<file path="src/rtl/c17_bist_ctrl.sv">
// c17_bist_ctrl
//   Built-in self-test controller for the c17 combinational benchmark.
//   It steps exhaustively through all 32 input patterns on N1/N2/N3/N6/N7.
//   Each pattern is held for SETTLE_CYCLES in APPLY, then N22/N23 are
//   captured into a 16-bit MISR during a single CAPTURE cycle.
//   After pattern 31 the controller parks in DONE. There it compares the
//   signature against golden_sig.
//
// Parameters
//   SETTLE_CYCLES  cycles each pattern is held before capture (1..15)
//   MISR_SEED      signature value loaded when a run starts
//   MISR_POLY      MISR feedback polynomial
//
// Ports
//   clk, rst_n          clock (rising edge), asynchronous active-low reset
//   start               pulse; begins a run from IDLE or DONE
//   abort               synchronous abort back to IDLE (beats start)
//   golden_sig[15:0]    expected final signature, compared in DONE
//   resp_n22, resp_n23  c17 responses
//   pat_n1..pat_n7      registered c17 stimulus, pat_n1 is the MSB of pat_idx
//   pat_idx[4:0]        current pattern index
//   busy                high in APPLY and CAPTURE
//   done                high in DONE
//   pass                high in DONE when signature matches golden_sig
//   signature[15:0]     current MISR contents
module c17_bist_ctrl #(
    parameter int          SETTLE_CYCLES = 1,
    parameter logic [15:0] MISR_SEED     = 16'h0000,
    parameter logic [15:0] MISR_POLY     = 16'h1021
) (
    input  logic        clk,
    input  logic        rst_n,
    input  logic        start,
    input  logic        abort,
    input  logic [15:0] golden_sig,
    input  logic        resp_n22,
    input  logic        resp_n23,
    output logic        pat_n1,
    output logic        pat_n2,
    output logic        pat_n3,
    output logic        pat_n6,
    output logic        pat_n7,
    output logic [4:0]  pat_idx,
    output logic        busy,
    output logic        done,
    output logic        pass,
    output logic [15:0] signature
);

    typedef enum logic [1:0] {IDLE, APPLY, CAPTURE, DONE} state_t;

    localparam logic [3:0] CNT_LAST = 4'(SETTLE_CYCLES - 1);

    state_t      state_q, state_d;
    logic [4:0]  idx_q;
    logic [4:0]  pat_q;
    logic [15:0] sig_q;
    logic [3:0]  cnt_q;
    logic        start_run;
    logic        capture;
    logic        advance;

    function automatic logic [15:0] misr_step(input logic [15:0] sig,
                                              input logic [1:0]  r);
        return {sig[14:0], 1'b0} ^ (sig[15] ? MISR_POLY : 16'h0000) ^ {14'b0, r};
    endfunction

    always_comb begin
        state_d   = state_q;
        start_run = 1'b0;
        capture   = 1'b0;
        advance   = 1'b0;
        case (state_q)
            IDLE, DONE: begin
                if (start) begin
                    start_run = 1'b1;
                    state_d   = APPLY;
                end
            end
            APPLY: begin
                if (cnt_q == CNT_LAST) state_d = CAPTURE;
            end
            CAPTURE: begin
                capture = 1'b1;
                if (idx_q == 5'd31) begin
                    state_d = DONE;
                end else begin
                    advance = 1'b1;
                    state_d = APPLY;
                end
            end
            default: state_d = IDLE;
        endcase
        // Abort overrides every transition and suppresses all datapath updates.
        if (abort) begin
            state_d   = IDLE;
            start_run = 1'b0;
            capture   = 1'b0;
            advance   = 1'b0;
        end
    end

    always_ff @(posedge clk or negedge rst_n) begin
        if (!rst_n) state_q <= IDLE;
        else        state_q <= state_d;
    end

    // pat_q is kept apart from idx_q because abort clears the stimulus while
    // the index is retained for post-mortem inspection.
    always_ff @(posedge clk or negedge rst_n) begin
        if (!rst_n) begin
            idx_q <= 5'd0;
            pat_q <= 5'd0;
            sig_q <= MISR_SEED;
            cnt_q <= 4'd0;
        end else if (abort) begin
            pat_q <= 5'd0;
        end else if (start_run) begin
            idx_q <= 5'd0;
            pat_q <= 5'd0;
            sig_q <= MISR_SEED;
            cnt_q <= 4'd0;
        end else if (state_q == APPLY) begin
            cnt_q <= cnt_q + 4'd1;
        end else if (capture) begin
            sig_q <= misr_step(sig_q, {resp_n22, resp_n23});
            if (advance) begin
                idx_q <= idx_q + 5'd1;
                pat_q <= idx_q + 5'd1;
                cnt_q <= 4'd0;
            end
        end
    end

    assign {pat_n1, pat_n2, pat_n3, pat_n6, pat_n7} = pat_q;
    assign pat_idx   = idx_q;
    assign signature = sig_q;
    assign busy      = (state_q == APPLY) || (state_q == CAPTURE);
    assign done      = (state_q == DONE);
    assign pass      = done && (sig_q == golden_sig);

endmodule

</file>
<file path="config.mk">
export PLATFORM = sky130hd
export DESIGN_NAME = c17_bist_ctrl
export DESIGN_NICKNAME = d
export VERILOG_FILES = /design/src/rtl/c17_bist_ctrl.sv
export SDC_FILE = /design/constraint.sdc
export NUM_CORES = 1
export LEC_CHECK = 0
export BUFFER_PORTS_ARGS = -buffer_cell sky130_fd_sc_hd__buf_2
export CAP_MARGIN = 25
export CORE_MARGIN = 2
export CORE_UTILIZATION = 55
export DETAILED_ROUTE_END_ITERATION = 12
export GPL_TIMING_DRIVEN = 0
export PLACE_DENSITY = 0.81
export SYNTH_ARGS = -nofsm -noshare
export SYNTH_HDL_FRONTEND = slang
export SYNTH_SLANG_ARGS = --single-unit
</file>
<file path="constraint.sdc">
create_clock -name clk -period 5.1 [get_ports clk]
set_clock_uncertainty 0.15 [all_clocks]
set_input_delay 0.255 -clock clk [delete_from_list [all_inputs] [get_ports clk]]
set_output_delay 0.255 -clock clk [all_outputs]
set_load 0.05 [all_outputs]
</file>
==> results_dict.tcl, run 1 <==
set metrics [dict create \
    r2r_start "pat_idx[0]" \
    vias_per_cell 5.33 \
    startpoint_type "register" \
    antenna_found_initial 0 \
    drt-initial-drc-count 59 \
    fin_crit_ps 2460 \
    dieArea_um2 3620 \
    power_density_nw_per_um2 515 \
    ys_types 34 \
    syn_to_final_growth_pct 23.1 \
    cts_sinks 32 \
    preCtsSetupSlack_ps 2880 \
    end_kind "primary output" \
    slew_headroom_pct 53.2 \
    cts_buffers 5 \
    hold_viol 0 \
    post_synth.cell_area_avg_um2 9.76 \
    irDropWorstVdd_mv 0.266 \
    ys_ff_latch 32 \
    yosysTopAreaCell "dfrtp_1" \
    wire_per_inst_um 13.9 \
    yosysWarnings 0 \
    vias 1504 \
    tritoncts "yes" \
    worst_path_most_repeated_cell "nor4_1" \
    layout-drive-gt1-share_pct 29.4 \
    layout_common_cells "buf_2, nand2_1, dfrtp_1" \
    post_cts_resized 0 \
    fin_setup_tns_ps 0 \
    whs_endpoint "signature[0]" \
    clkSlewWorstSetupHoldPaths_ps 110 \
    critPathBufInv 2 \
    place_area_um2 2040 \
    htreeDepth 2 \
    grt_pass1_wl_mm 6.26 \
    period_share_pct 48.3 \
    outcome "completed" \
    crit_family "simple AND/OR/NAND/NOR gates" \
    drt_wl_total_mm 3.92 \
    cp.arrival_ps 2060 \
    multiInputGateArea_um2 856 \
    p_leak_nw 1.08 \
    nets 267 \
    hpwl_mm 2.86 \
    synthTopCellsByArea "dfrtp_1, xnor2_1, nand2_1, ha_1, o21ai_0" \
    cp_slowest_stage_delay_ps 400 \
    drc 0 \
    path_cells "buf_6, xor2_1, nor4_1, nand4_1, nor4_1, buf_2" \
    syn_inst 178 \
    clk_latency_ps 350 \
    grt_overflow 0 \
    grtUsageTotal_pct 23.9 \
    maxCapViolCount 0 \
    reg2reg_to "pat_q[1]" \
    final_common_cell "buf_2" \
    nFillCells 267 \
    holdCritStartpoint "resp_n23" \
    dr.pass1.iters 5 \
    stdcell_area_um2 2140 \
    drtAntennaViolNets 0 \
    io_pins 51 \
    rsz0062_at_grt "no" \
    finalMaxSlewViolations 0 \
    setup_violations 0 \
    slowest_stage "dfrtp_1" \
    whs_path_depth 3 \
    tightest_slew_ps 702 \
    grt_max_degree 33 \
    worst-setup-path-type "reg -> out" \
    r2r_cells 7 \
    reg2reg_setup_slack_ps 2860 \
    clockBufferDepth 2 \
    diodes 0 \
    yosysTopAreaCellShare_pct 46.1 \
    numPortBuffers 50 \
    initial_core_util_pct 57.4 \
    first_global_vias 1419 \
    hp-class "in -> reg" \
    die_h_um 60.2 \
    worst_slack_ps 2640 \
    fmax_mhz 406 \
    root_buffer "clkbuf_4" \
    syn_nets 208 \
    fp-row-count 20 \
    die_x_um 60.2 \
    regArea_um2 801 \
    gp_congestion 0.799 \
    critical_path_required_ps 4700 \
    crit_fanout 5 \
    core_area_um2 3030 \
    ys_seq_area_share_pct 46.1 \
    syn_area_um2 1740 \
]
cells in the mapped netlist, drive strengths merged:
cell type / number
and3: 1
and2: 1
o21a: 1
o2bb2ai: 1
nor3: 1
inv: 7
o21ai: 20
xnor2: 17
a21oi: 3
a21o: 2
nand3: 3
nor4: 2
dfrtp: 32
or3b: 1
a211oi: 1
nor2: 6
o311ai: 1
nand2: 37
nor3b: 1
a32o: 1
ha: 8
nand4: 3
or3: 1
a22o: 5
nor2b: 3
o211a: 1
buf: 7
o31ai: 5
xor2: 6
sequential cells by signal, summed over array words and instances (netlist names):
signal / count
pat_q: 5
pat_idx: 5
cnt_q: 4
state_q: 2
signature: 16
worst max-delay path by stage:
stage	end	slack [ps]	from	depth (start not counted)
floorplan	pass	1900	signature[15]	5
global placement	pat_idx[2]	2910	pat_idx[0]	7
detailed placement	pat_idx[2]	2880	pat_idx[0]	7
CTS	pass	2640	signature[15]	6
global route	pass	2530	signature[15]	6
finish	pass	2640	signature[15]	6
cell type report:
cell class	count	area share, %
inverter	7	1.23
clock inverter	2	1.64
multi-input combinational	132	40.0
tap	44	2.57
clock buffer	6	1.93
sequential	32	37.4
buffer	7	2.52
timing repair buffer	52	12.6
power by group:
part           internal (W)  switching [W]
clock network      0.000103      0.0000910
logic              0.000164       0.000358
registers          0.000312      0.0000731
total              0.000579       0.000522
metal layers:
layer / global-route usage, % / wire length, µm
met4: 7.94 / 50
met2: 40.7 / 1900
met5: 0 / 0
met1: 29.1 / 1720
met3: 6.49 / 245
logic make-up after synthesis:
group / count (synthesis) / share of synthesized area [%]
AND/OR/NAND/NOR: 60 / 16.0
adder cells (fa/ha/maj): 8 / 5.76
AO/OA/AOI/OAI: 41 / 15.9
buffers and inverters: 14 / 4.61
XOR/XNOR: 23 / 11.6
flip-flops: 32 / 46.1
metrics by stage:
| step | instances | hold WS, ps | total power [W] | utilization (%) |
|---|---|---|---|---|
| after detailed placement | 272 | 186 | 0.000911 | 67.4 |
| after floorplan | 178 | -191 | 0.000779 | - |
| final | 282 | 52.7 | 0.00110 | 70.6 |
| after global routing | 282 | 71.0 | 0.00117 | 70.6 |
| after CTS | 282 | 51.6 | 0.00110 | 70.6 |
| after global placement | 272 | 193 | 0.000894 | 67.4 |
worst min-delay path, cell delays in order:
cell     delay [ps]
buf_2            80
xnor2_1         120
o31ai_1          60
repair_timing:
item                                   4_1_cts  5_1_grt
setup buffers                                0        0
endpoints found under the hold margin       33        0
hold buffers                                 2        0
Power figures use the tool's default switching activity.
==> run 2, diff against run 1 <==
--- a/config.mk
+++ b/config.mk
@@ -8,10 +8,10 @@
 export BUFFER_PORTS_ARGS = -buffer_cell sky130_fd_sc_hd__buf_2
 export CAP_MARGIN = 25
 export CORE_MARGIN = 2
-export CORE_UTILIZATION = 55
+export CORE_UTILIZATION = 51
 export DETAILED_ROUTE_END_ITERATION = 12
 export GPL_TIMING_DRIVEN = 0
-export PLACE_DENSITY = 0.81
+export PLACE_DENSITY = 0.76
 export SYNTH_ARGS = -nofsm -noshare
 export SYNTH_HDL_FRONTEND = slang
 export SYNTH_SLANG_ARGS = --single-unit
==> constraint.sdc (replaced) <==
create_clock -name clk -period 2.45 [get_ports clk]
set_clock_uncertainty 0.15 [all_clocks]
set_input_delay 0.1225 -clock clk [delete_from_list [all_inputs] [get_ports clk]]
set_output_delay 0.1225 -clock clk [all_outputs]
set_load 0.05 [all_outputs]
==> results_dict.tcl, run 2 (synthesis gave the netlist of run 1 again) <==
set metrics [dict create \
    reg2reg_setup_slack_ps 250 \
    cts_sinks 32 \
    hpwl_mm 2.70 \
    largest_reg_flops 16 \
    place_area_um2 2060 \
    nets 269 \
    grtUsageTotal_pct 21.3 \
    post_cts_resized 0 \
    irDropWorstVdd_mv 0.649 \
    root_buffer "clkbuf_4" \
    htreeDepth 2 \
    rsz0062_at_grt "no" \
    crit_fanout 5 \
    critical_path_required_ps 2180 \
    fin_crit_ps 2290 \
    holdCritStartpoint "start" \
    die_h_um 62.4 \
    drtAntennaViolNets 0 \
    antenna_found_initial 0 \
    period_share_pct 93.4 \
    drt_wl_total_mm 3.70 \
    whs_path_depth 4 \
    cts_buffers 5 \
    hold_viol 0 \
    wire_per_inst_um 12.9 \
    startpoint_type "register" \
    hp-class "in -> reg" \
    worst_slack_ps 162 \
    layout_common_cells "buf_2, nand2_1, dfrtp_1" \
    fin_hold_ws_ps 53.1 \
    die_x_um 62.4 \
    slew_headroom_pct 54.6 \
    dieArea_um2 3890 \
    fin_setup_tns_ps 0 \
    cp-startpoint "signature[15]" \
    layout-drive-gt1-share_pct 29.2 \
    diodes 0 \
    clkSlewWorstSetupHoldPaths_ps 100 \
    grt_max_degree 33 \
    r2r_start "pat_idx[0]" \
    maxCapViolCount 0 \
    core_area_um2 3310 \
    vias_per_cell 5.17 \
    grt_overflow 0 \
    setup_violations 0 \
    dr.pass1.iters 4 \
    initial_core_util_pct 52.5 \
    nFillCells 306 \
    first_global_vias 1484 \
    worst-setup-path-type "reg -> out" \
    end_kind "primary output" \
    p_total_w 0.00219 \
    cp.arrival_ps 2020 \
    gp_congestion 0.825 \
    vias 1480 \
    r2r_cells 7 \
    hold_buffers 4 \
    tritoncts "yes" \
    io_pins 51 \
    grt_pass1_wl_mm 6.53 \
    finalMaxSlewViolations 0 \
    fmax_mhz 437 \
    outcome "completed" \
    clockBufferDepth 2 \
    preCtsSetupSlack_ps 234 \
    regArea_um2 801 \
    power_density_nw_per_um2 1020 \
    whs_endpoint "state_q[1]" \
    final_common_cell "buf_2" \
    multiInputGateArea_um2 871 \
    tightest_slew_ps 676 \
    fp-row-count 21 \
    reg2reg_to "pat_q[1]" \
    numPortBuffers 50 \
    drc 0 \
    p_leak_nw 1.10 \
    clk_latency_ps 340 \
    syn_to_final_growth_pct 24.3 \
    drt-initial-drc-count 55 \
    stdcell_area_um2 2160 \
    cts_setup_buffers 0 \
]
## run 2: cell types whose count changed in the layout (fill, tap and decap cells not counted), sizes merged
| cell | delta |
|---|---|
| bufinv | -1 |
| clkinv | -1 |
| clkbuf | +2 |
| dlygate4sd3 | +2 |
## run 2: worst max-delay path by stage
stage	endpoint	slack [ps]	depth (start not counted)
2_1_floorplan	cnt_q[3]	180	7
3_3_place_gp	pat_idx[2]	260	7
3_5_place_dp	pat_idx[2]	230	7
4_1_cts	pass	130	6
5_1_grt	pass	10	6
6_report	pass	160	6
## run 2: where the power goes
| part | switching [W] | internal (W) | leakage [nW] |
|---|---|---|---|
| combinational | 0.000742 | 0.000343 | 0.627 |
| clock | 0.000170 | 0.000141 | 0.0326 |
| sequential | 0.000149 | 0.000649 | 0.438 |
## run 2: through the flow
stage               instances  utilization [%]
floorplan                 178                -
global placement          274             62.2
detailed placement        274             62.2
CTS                       286             65.2
global route              286             65.2
finish                    286             65.2
## run 2: critical path, cell delays in order (launching register included)
cell	delay (ps)
dfrtp_1	400
buf_6	140
xor2_1	150
nor4_1	280
nand4_1	190
nor4_4	220
buf_2	290
## run 2: cell type report
class	count	share of cell area, %
plain buffers	7	2.49
multi-input cells	132	40.3
flip-flops and latches	32	37.1
well taps	46	2.67
repair buffers	54	13.4
inverters	7	1.22
clock buffers	8	2.72
## run 2: per-layer routing
layer	global-route usage [%]	vias up	routed length, µm
met5	0	-	0
met4	11.4	0	64
met3	5.07	7	190
met2	34.4	41	1720
met1	26.6	701	1720
li1	-	731	-
==> run 3, diff against run 2 <==
--- a/config.mk
+++ b/config.mk
@@ -8,10 +8,11 @@
 export BUFFER_PORTS_ARGS = -buffer_cell sky130_fd_sc_hd__buf_2
 export CAP_MARGIN = 25
 export CORE_MARGIN = 2
-export CORE_UTILIZATION = 51
+export CORE_UTILIZATION = 55
 export DETAILED_ROUTE_END_ITERATION = 12
 export GPL_TIMING_DRIVEN = 0
-export PLACE_DENSITY = 0.76
+export PLACE_DENSITY = 0.81
+export SETUP_SLACK_MARGIN = 0.15
 export SYNTH_ARGS = -nofsm -noshare
 export SYNTH_HDL_FRONTEND = slang
 export SYNTH_SLANG_ARGS = --single-unit
==> constraint.sdc (replaced) <==
create_clock -name clk -period 2.8 [get_ports clk]
set_clock_uncertainty 0.15 [all_clocks]
set_input_delay 0.14 -clock clk [delete_from_list [all_inputs] [get_ports clk]]
set_output_delay 0.14 -clock clk [all_outputs]
set_load 0.05 [all_outputs]
==> results_dict.tcl, run 3 (synthesis gave the netlist of run 1 again) <==
set metrics [dict create \
    hold_viol 0 \
    cp-startpoint "signature[15]" \
    critPathBufInv 2 \
    clockBufferDepth 2 \
    die_h_um 60.2 \
    power_density_nw_per_um2 922 \
    wire_per_inst_um 13.4 \
    largest_reg_flops 16 \
    tightest_slew_ps 713 \
    critical_path_required_ps 2510 \
    dr.pass1.iters 4 \
    drc 0 \
    p_leak_nw 1.09 \
    crit_fanout 5 \
    fp-row-count 20 \
    grtUsageTotal_pct 23.8 \
    dieArea_um2 3620 \
    outcome "completed" \
    p_int_w 0.00105 \
    irDropWorstVdd_mv 0.769 \
    final_common_cell "buf_2" \
    slowest_stage "dfrtp_1" \
    cp_slowest_stage_delay_ps 400 \
    drt-initial-drc-count 29 \
    syn_to_final_growth_pct 24.6 \
    hp-class "in -> reg" \
    crit_family "simple AND/OR/NAND/NOR gates" \
    cts_buffers 5 \
    drt_wl_total_mm 3.82 \
    p_sw_w 0.000941 \
    root_buffer "clkbuf_4" \
    tritoncts "yes" \
    setup_violations 0 \
    clockPowerShare_pct 17.2 \
    drtAntennaViolNets 0 \
    post_cts_resized 0 \
    sw_frac_of_total_pct 47.2 \
    diodes 0 \
    layout_common_cells "buf_2, nand2_1, dfrtp_1" \
    rsz0062_at_grt "no" \
    first_global_vias 1459 \
    nets 269 \
    reg2reg_setup_slack_ps 600 \
    r2r_start "pat_idx[0]" \
    clk_latency_ps 330 \
    htreeDepth 2 \
    grt_pass1_wl_mm 6.31 \
    fmax_mhz 425 \
    layout-drive-gt1-share_pct 29.6 \
    startpoint_type "register" \
    gp_congestion 0.815 \
    core_area_um2 3030 \
    period_share_pct 84.0 \
    end_kind "primary output" \
    fin_util_pct 71.5 \
    cts_setup_buffers 0 \
    die_x_um 60.2 \
    vias 1516 \
    vias_per_cell 5.34 \
    worst-setup-path-type "reg -> out" \
    slew_headroom_pct 52.5 \
    crit_path_end "pass" \
    clkSlewWorstSetupHoldPaths_ps 100 \
    grt_overflow 0 \
    antenna_found_initial 0 \
    cp.depth 6 \
    path_cells "buf_6, xor2_1, nor4_1, nand4_1, nor4_2, buf_2" \
    reg2reg_to "cnt_q[3]" \
    pwr-share-comb_pct 47.8 \
    io_pins 51 \
    r2r_cells 7 \
    finalMaxSlewViolations 0 \
    fin_crit_ps 2350 \
    cp.arrival_ps 2060 \
    numPortBuffers 50 \
    cts_sinks 32 \
    hpwl_mm 2.80 \
    grt_max_degree 33 \
    maxCapViolCount 0 \
    initial_core_util_pct 57.4 \
    fin_setup_tns_ps 0 \
    sequentialPowerShare_pct 35.0 \
]
## run 3: cell type report
| class | count | area [µm²] |
|---|---|---|
| fillers | 246 | 863 |
| multi-input cells | 132 | 862 |
| flip-flops and latches | 32 | 801 |
| repair buffers | 54 | 290 |
| well taps | 44 | 55.1 |
| plain buffers | 7 | 53.8 |
| clock buffers | 6 | 41.3 |
| clock inverters | 2 | 35.0 |
| inverters | 7 | 26.3 |
## run 3: worst min-delay path, delay by kind of cell
kind | cells | cell delay (ps)
buffers and inverters | 1 | 90
AO/OA/AOI/OAI | 2 | 300
## run 3: worst min path at each step
stage	startpoint	end	slack [ps]	cells after the start
after floorplan	rst_n	cnt_q[0]	-310	0
after CTS	start	state_q[0]	80	3
after global placement	rst_n	signature[10]	80	1
after detailed placement	rst_n	signature[10]	80	1
after global routing	start	state_q[0]	90	3
final	start	state_q[0]	90	3
## run 3: repair_timing
| action | in CTS | in global routing |
|---|---|---|
| endpoints found under the setup margin | 0 | 0 |
| hold buffers | 4 | 0 |
| hold endpoints to repair | 35 | 0 |
## run 3: layer usage
metal | part of all wire (%) | up-vias | GRT usage [%]
met5 | 0 | - | 0
met1 | 45 | 724 | 28.9
li1 | - | 729 | -
met4 | 2.5 | 0 | 12.1
met3 | 5.2 | 12 | 4.98
met2 | 48 | 51 | 39.4
## run 3: metrics by stage
step / instance area, µm² / worst slack [ps] / instances / power [W] / hold WS (ps)
3_3_place_gp: 2050 / 617 / 272 / 0.00163 / 76.4
5_1_grt: 2160 / 339 / 284 / 0.00213 / 91.2
4_1_cts: 2160 / 423 / 284 / 0.00200 / 83.9
3_5_place_dp: 2050 / 599 / 272 / 0.00166 / 75.7
2_1_floorplan: 1740 / 274 / 178 / 0.00142 / -306
6_report: 2160 / 447 / 284 / 0.00200 / 89.2
## run 3: power by group through the flow
stage / Sequential, W / Clock, W / Combinational (W)
finish: 0.000699 / 0.000343 / 0.000954
global route: 0.000717 / 0.000375 / 0.00104
CTS: 0.000698 / 0.000349 / 0.000958
detailed placement: 0.000706 / 0 / 0.000950
global placement: 0.000703 / 0 / 0.000928
floorplan: 0.000959 / 0 / 0.000461
